### src/rtl/keypad_scan.sv
// 4x4 matrix keypad scanner: drives one active-low column at a time, debounces the
// first key found, reports it with a valid/ack handshake and debounces its release.
module keypad_scan #(
  parameter int SCAN_CYCLES = 100000,
  parameter int DB_CYCLES   = 20000
) (
  input  logic       clk,
  input  logic       reset,
  input  logic [3:0] row,
  output logic [3:0] col,
  output logic [3:0] key_code,
  output logic       key_valid,
  input  logic       key_ack,
  output logic       key_held,
  output logic [1:0] o_dbg_state
);

  localparam int MAX_CYCLES = (SCAN_CYCLES > DB_CYCLES) ? SCAN_CYCLES : DB_CYCLES;
  localparam int CW = $clog2(MAX_CYCLES + 1);
  localparam logic [CW-1:0] SCAN_LAST = CW'(SCAN_CYCLES - 1);
  localparam logic [CW-1:0] DB_LAST   = CW'(DB_CYCLES - 1);

  typedef enum logic [1:0] {
    ST_SCAN,
    ST_DEBOUNCE,
    ST_REPORT,
    ST_RELEASE
  } state_t;

  // Handshake: key_valid=1 means key_code holds an unconsumed key; the key is
  // consumed on the edge where key_ack=1 is sampled, and key_ack is ignored otherwise.

  state_t        r_state;
  logic [3:0]    r_sync1;
  logic [3:0]    r_rs;
  logic [CW-1:0] r_cnt;
  logic [1:0]    r_col_idx;
  logic [1:0]    r_row_idx;
  logic [3:0]    r_key_code;
  logic          r_key_valid;
  logic          r_key_held;

  state_t        w_state_nx;
  logic [CW-1:0] w_cnt_nx;
  logic [1:0]    w_col_idx_nx;
  logic [1:0]    w_row_idx_nx;
  logic [3:0]    w_key_code_nx;
  logic          w_key_valid_nx;
  logic          w_key_held_nx;
  logic [1:0]    w_low_row;
  logic          w_row_level;

  function automatic logic [3:0] code_of(input logic [1:0] r, input logic [1:0] c);
    logic [3:0] v;
    case ({r, c})
      4'h0: v = 4'h1;  4'h1: v = 4'h2;  4'h2: v = 4'h3;  4'h3: v = 4'hA;
      4'h4: v = 4'h4;  4'h5: v = 4'h5;  4'h6: v = 4'h6;  4'h7: v = 4'hB;
      4'h8: v = 4'h7;  4'h9: v = 4'h8;  4'hA: v = 4'h9;  4'hB: v = 4'hC;
      4'hC: v = 4'hE;  4'hD: v = 4'h0;  4'hE: v = 4'hF;  4'hF: v = 4'hD;
      default: v = 4'h0;
    endcase
    return v;
  endfunction

  // Lowest-numbered low row wins when several rows are pulled down together.
  always_comb begin
    w_low_row = 2'd3;
    if (!r_rs[0])      w_low_row = 2'd0;
    else if (!r_rs[1]) w_low_row = 2'd1;
    else if (!r_rs[2]) w_low_row = 2'd2;
  end

  assign w_row_level = r_rs[r_row_idx];

  always_ff @(posedge clk or negedge reset) begin
    if (!reset) begin
      r_sync1     <= 4'hF;
      r_rs        <= 4'hF;
      r_state     <= ST_SCAN;
      r_cnt       <= '0;
      r_col_idx   <= 2'd0;
      r_row_idx   <= 2'd0;
      r_key_code  <= 4'h0;
      r_key_valid <= 1'b0;
      r_key_held  <= 1'b0;
    end else begin
      r_sync1     <= row;
      r_rs        <= r_sync1;
      r_state     <= w_state_nx;
      r_cnt       <= w_cnt_nx;
      r_col_idx   <= w_col_idx_nx;
      r_row_idx   <= w_row_idx_nx;
      r_key_code  <= w_key_code_nx;
      r_key_valid <= w_key_valid_nx;
      r_key_held  <= w_key_held_nx;
    end
  end

  always_comb begin
    w_state_nx     = r_state;
    w_cnt_nx       = r_cnt;
    w_col_idx_nx   = r_col_idx;
    w_row_idx_nx   = r_row_idx;
    w_key_code_nx  = r_key_code;
    w_key_valid_nx = r_key_valid;
    w_key_held_nx  = r_key_held;
    case (r_state)
      ST_SCAN: begin
        if (r_cnt == SCAN_LAST) begin
          w_cnt_nx = '0;
          if (r_rs != 4'hF) begin
            w_row_idx_nx = w_low_row;
            w_state_nx   = ST_DEBOUNCE;
          end else begin
            w_col_idx_nx = r_col_idx + 2'd1;
          end
        end else begin
          w_cnt_nx = r_cnt + CW'(1);
        end
      end
      ST_DEBOUNCE: begin
        // A single bounce back to high abandons the press and rescans this column.
        if (w_row_level) begin
          w_cnt_nx   = '0;
          w_state_nx = ST_SCAN;
        end else if (r_cnt == DB_LAST) begin
          w_cnt_nx       = '0;
          w_key_code_nx  = code_of(r_row_idx, r_col_idx);
          w_key_valid_nx = 1'b1;
          w_key_held_nx  = 1'b1;
          w_state_nx     = ST_REPORT;
        end else begin
          w_cnt_nx = r_cnt + CW'(1);
        end
      end
      ST_REPORT: begin
        if (key_ack) begin
          w_key_valid_nx = 1'b0;
          w_cnt_nx       = '0;
          w_state_nx     = ST_RELEASE;
        end
      end
      ST_RELEASE: begin
        if (!w_row_level) begin
          w_cnt_nx = '0;
        end else if (r_cnt == DB_LAST) begin
          w_cnt_nx      = '0;
          w_key_held_nx = 1'b0;
          w_col_idx_nx  = r_col_idx + 2'd1;
          w_state_nx    = ST_SCAN;
        end else begin
          w_cnt_nx = r_cnt + CW'(1);
        end
      end
      default: w_state_nx = ST_SCAN;
    endcase
  end

  assign col         = ~(4'b0001 << r_col_idx);
  assign key_code    = r_key_code;
  assign key_valid   = r_key_valid;
  assign key_held    = r_key_held;
  assign o_dbg_state = r_state;

endmodule

### config.mk
export PLATFORM = sky130hd
export DESIGN_NAME = keypad_scan
export DESIGN_NICKNAME = d
export VERILOG_FILES = /design/src/rtl/keypad_scan.sv
export SDC_FILE = /design/constraint.sdc
export NUM_CORES = 1
export LEC_CHECK = 0
export ABC_AREA = 1
export CAP_MARGIN = 10
export CORE_MARGIN = 3
export CORE_UTILIZATION = 57
export CTS_CLUSTER_DIAMETER = 40
export DETAILED_ROUTE_END_ITERATION = 10
export GPL_ROUTABILITY_DRIVEN = 0
export PLACE_DENSITY = 0.88
export SLEW_MARGIN = 10
export SYNTH_ARGS = -nofsm -noshare
export SYNTH_HDL_FRONTEND = slang
export SYNTH_SLANG_ARGS = --single-unit
### constraint.sdc
create_clock -name clk -period 1.9 [get_ports clk]
set_input_delay 0.19 -clock clk [delete_from_list [all_inputs] [get_ports clk]]
set_output_delay 0.19 -clock clk [all_outputs]
set_load 0.05 [all_outputs]
==> impl_metrics.yaml <==
outcome:
  outcome: "finished clean"
routing:
  met1_length_um: 2028
  wl_met3_um: 306
  routed-via-count: 1889
  top_layer: "met4"
  first_iter_violations: 148
  avgViaCountPerCell: 5.190
  drc: 0
  met2_length_um: 2056
  routedWlPerCell_um: 12.31
  drtAntennaViolNets: 0
  routed_wl_um: 4482
  first_pass_iters: 4
cts:
  insertion_delay_ns: 0.29
  h-tree-depth: 2
  cts_buffers: 5
  cts_num_sinks: 37
  clk_pin_slew_ns: 0.08
  cts_tree: "built"
  root_buffer: "clkbuf_8"
  clock_path_buffers: 2
sta:
  slew_viol_final: 0
  fin_skew_ns: 0.004996
  worst_pin_slew_ns: 0.4979
  relSlewSlack: 0.6675
  min_period_ns: 1.778
  setup_violations: 0
  final_hold_viol_count: 0
  finalSetupTns_ns: 0
  fmax_mhz: 562.3
  rsz0062_at_grt: "no"
  period_share: 0.9359
power_and_ir_drop:
  leakagePower_nw: 1.341
  p_total_mw: 1.670
  ir_worst_vdd_uv: 596.2
  powerDensity_nw_per_um2: 642.4
die:
  die_width_um: 68.37
  io_pins: 19
  die_h_um: 68.37
  rows: 22
  coreArea_um2: 3716
  initial_core_util: 0.5966
  dieArea_um2: 4674
synth:
  synth_top_family_by_area: "simple AND/OR/NAND/NOR gates"
  syn_inst: 291
  ys_warn_count: 0
  synth_compound_area_frac: 0.05305
  yosysTopAreaCell: "dfrtp_1"
  synth_nets: 305
  synthAdderAreaFrac: 0.03950
  synth_mux_area_frac: 0
  synth_cell_types: 31
  synth_xor_area_frac: 0.04740
  ys_seq_area_frac: 0.4221
  synth-simple-area-share: 0.3426
  synth_area_um2: 2217
  synth.area.top_cells: "dfrtp_1 (33%), nand2_1 (14%), dfstp_2 (9.5%)"
  ys_seq_elements: 37
  syn_avg_cell_area_um2: 7.619
  synth_top_area_share: 0.3273
finish:
  final_net_count: 329
  multiInputGateArea_um2: 1075
  area.growth.synth_to_final_pct: 17.27
  seq_area_um2: 935.9
  n_fill_cell: 293
  fin_cells: 364
  n_antenna_cell: 0
  drive_gt1_frac: 0.1424
setup_path:
  critPathMaxStageDelay_ns: 0.84
  worstSetupEndpointType: "output pin"
  critPathSlowestCell: "clkdlybuf4s50_1"
  cp_max_fo: 6
  crit_buf_inv: 1
  start_kind: "flop"
  path_cells: "clkdlybuf4s50_1"
  required_ns: 1.71
  cp.arrival_ns: 1.59
  crit_type: "flop to output pin"
  crit_family: "buffers and inverters"
place:
  hpwl_um: 3317
  dpl.cell_count: 356
  portBuffers: 18
grt:
  grt_overflow: 0
  grt_pass1_wl_um: 7562
  grt_pass1_vias: 1744
  antenna_found_initial: 0
  grt_usage: 0.2181
  grt_max_degree: 38
worst_hold_path:
  min_path_type: "input pin to flop"
flow_run:
  drv_cap: 0
cell usage in the layout, fill, tap and decap left out, types with 3 or more instances in the layout:
cell / synthesis / final
a21oi_1: 4 / 4
buf_4: 1 / 4
clkbuf_8: 0 / 5
clkdlybuf4s50_1: 0 / 13
dfrtp_1: 29 / 29
dfstp_2: 8 / 8
ha_1: 7 / 7
inv_1: 48 / 48
inv_2: 5 / 5
nand2_1: 80 / 80
nand2_2: 3 / 3
nand3_1: 21 / 21
nand3_2: 3 / 3
nand4_1: 5 / 5
nor2_1: 27 / 27
nor2_2: 4 / 4
nor3_1: 6 / 5
o21ai_0: 13 / 13
xor2_1: 11 / 11
state kept, by name, indices dropped and copies added (netlist names), named ones only:
name	cells
key_code	4
key_held	1
key_valid	1
o_dbg_state	1
r_cnt	17
r_col_idx	2
r_row_idx	2
r_rs	4
r_sync1	4
synthesized netlist by cell type:
master / instances
a21o_1: 1
a21oi_1: 4
buf_2: 1
buf_4: 1
dfrtp_1: 29
dfstp_2: 8
ha_1: 7
inv_1: 48
inv_2: 5
nand2_1: 80
nand2_2: 3
nand2_4: 1
nand3_1: 21
nand3_2: 3
nand3_4: 1
nand3b_1: 1
nand3b_4: 1
nand4_1: 5
nor2_1: 27
nor2_2: 4
nor2_4: 2
nor3_1: 6
nor3_2: 1
nor3_4: 1
nor3b_2: 1
o21ai_0: 13
o21ai_1: 1
o22ai_1: 2
o31ai_1: 1
xnor2_1: 1
xor2_1: 11
cell families (layout without fill, tap and decap cells):
group / Yosys count / count (layout)
adders and majority gates: 7 / 7
buffers and inverters: 55 / 80
AOI/OAI and AO/OA: 22 / 22
xor gates and xnor gates: 12 / 12
DFF: 37 / 37
and+or+nand+nor: 158 / 158
power by group:
part           switching [mW]  internal [mW]
clock                   0.294          0.528
combinational          0.0235         0.0169
sequential            0.00537          0.803
stage by stage:
stage	cell area [µm²]	util	setup WS, ns	hold WS [ns]
3_5_place_dp	2455	0.6606	0.2278	0.3472
2_1_floorplan	2217	-	0.2060	-0.1056
5_1_grt	2600	0.6997	0.02059	0.2814
6_report	2600	0.6997	0.1217	0.2984
4_1_cts	2592	0.6976	0.02380	0.2886
3_3_place_gp	2455	0.6606	0.2543	0.3455
final timing paths:
| path | from | endpoint | slack [ns] | cells past startpoint |
|---|---|---|---|---|
| setup / recovery | o_dbg_state[0]$_DFFE_PN0P_ | o_dbg_state[0] | 0.12 | 1 |
| hold / removal | row[2] | r_sync1[2]$_DFF_PN1_ | 0.30 | 1 |
| setup reg to reg | r_row_idx[0]$_DFFE_PN0P_ | r_cnt[7]$_DFFE_PN0N_ | 0.19 | 10 |
| hold reg to reg | r_sync1[2]$_DFF_PN1_ | r_rs[2]$_DFF_PN1_ | 0.36 | 0 |
| max in group asynchronous | reset | r_rs[0]$_DFF_PN1_ | 1.25 | 2 |
| min in group asynchronous | reset | key_code[2]$_DFFE_PN0P_ | 0.31 | 2 |
per-layer routing:
| metal | track usage | vias to the layer above |
|---|---|---|
| li1 | - | 945 |
| met1 | 0.2826 | 868 |
| met2 | 0.3478 | 66 |
| met3 | 0.05911 | 10 |
| met4 | 0.07940 | 0 |
| met5 | 0 | - |
area by class of cell:
cell class	count	share of cell area
tap	48	0.02310
clock inverter	3	0.02647
multi-input combinational	199	0.4134
sequential	37	0.3600
timing repair buffer	19	0.07411
inverter	53	0.07652
clock buffer	5	0.02647
repair_timing:
| action | CTS | global route |
|---|---|---|
| endpoints found under the hold margin | 0 | 0 |
| setup endpoints to repair | 0 | 2 |
| gates resized for setup | 0 | 2 |
| setup buffers | 0 | 0 |
| hold buffers | 0 | 0 |
Note: power is estimated with default switching activity, not from simulation.
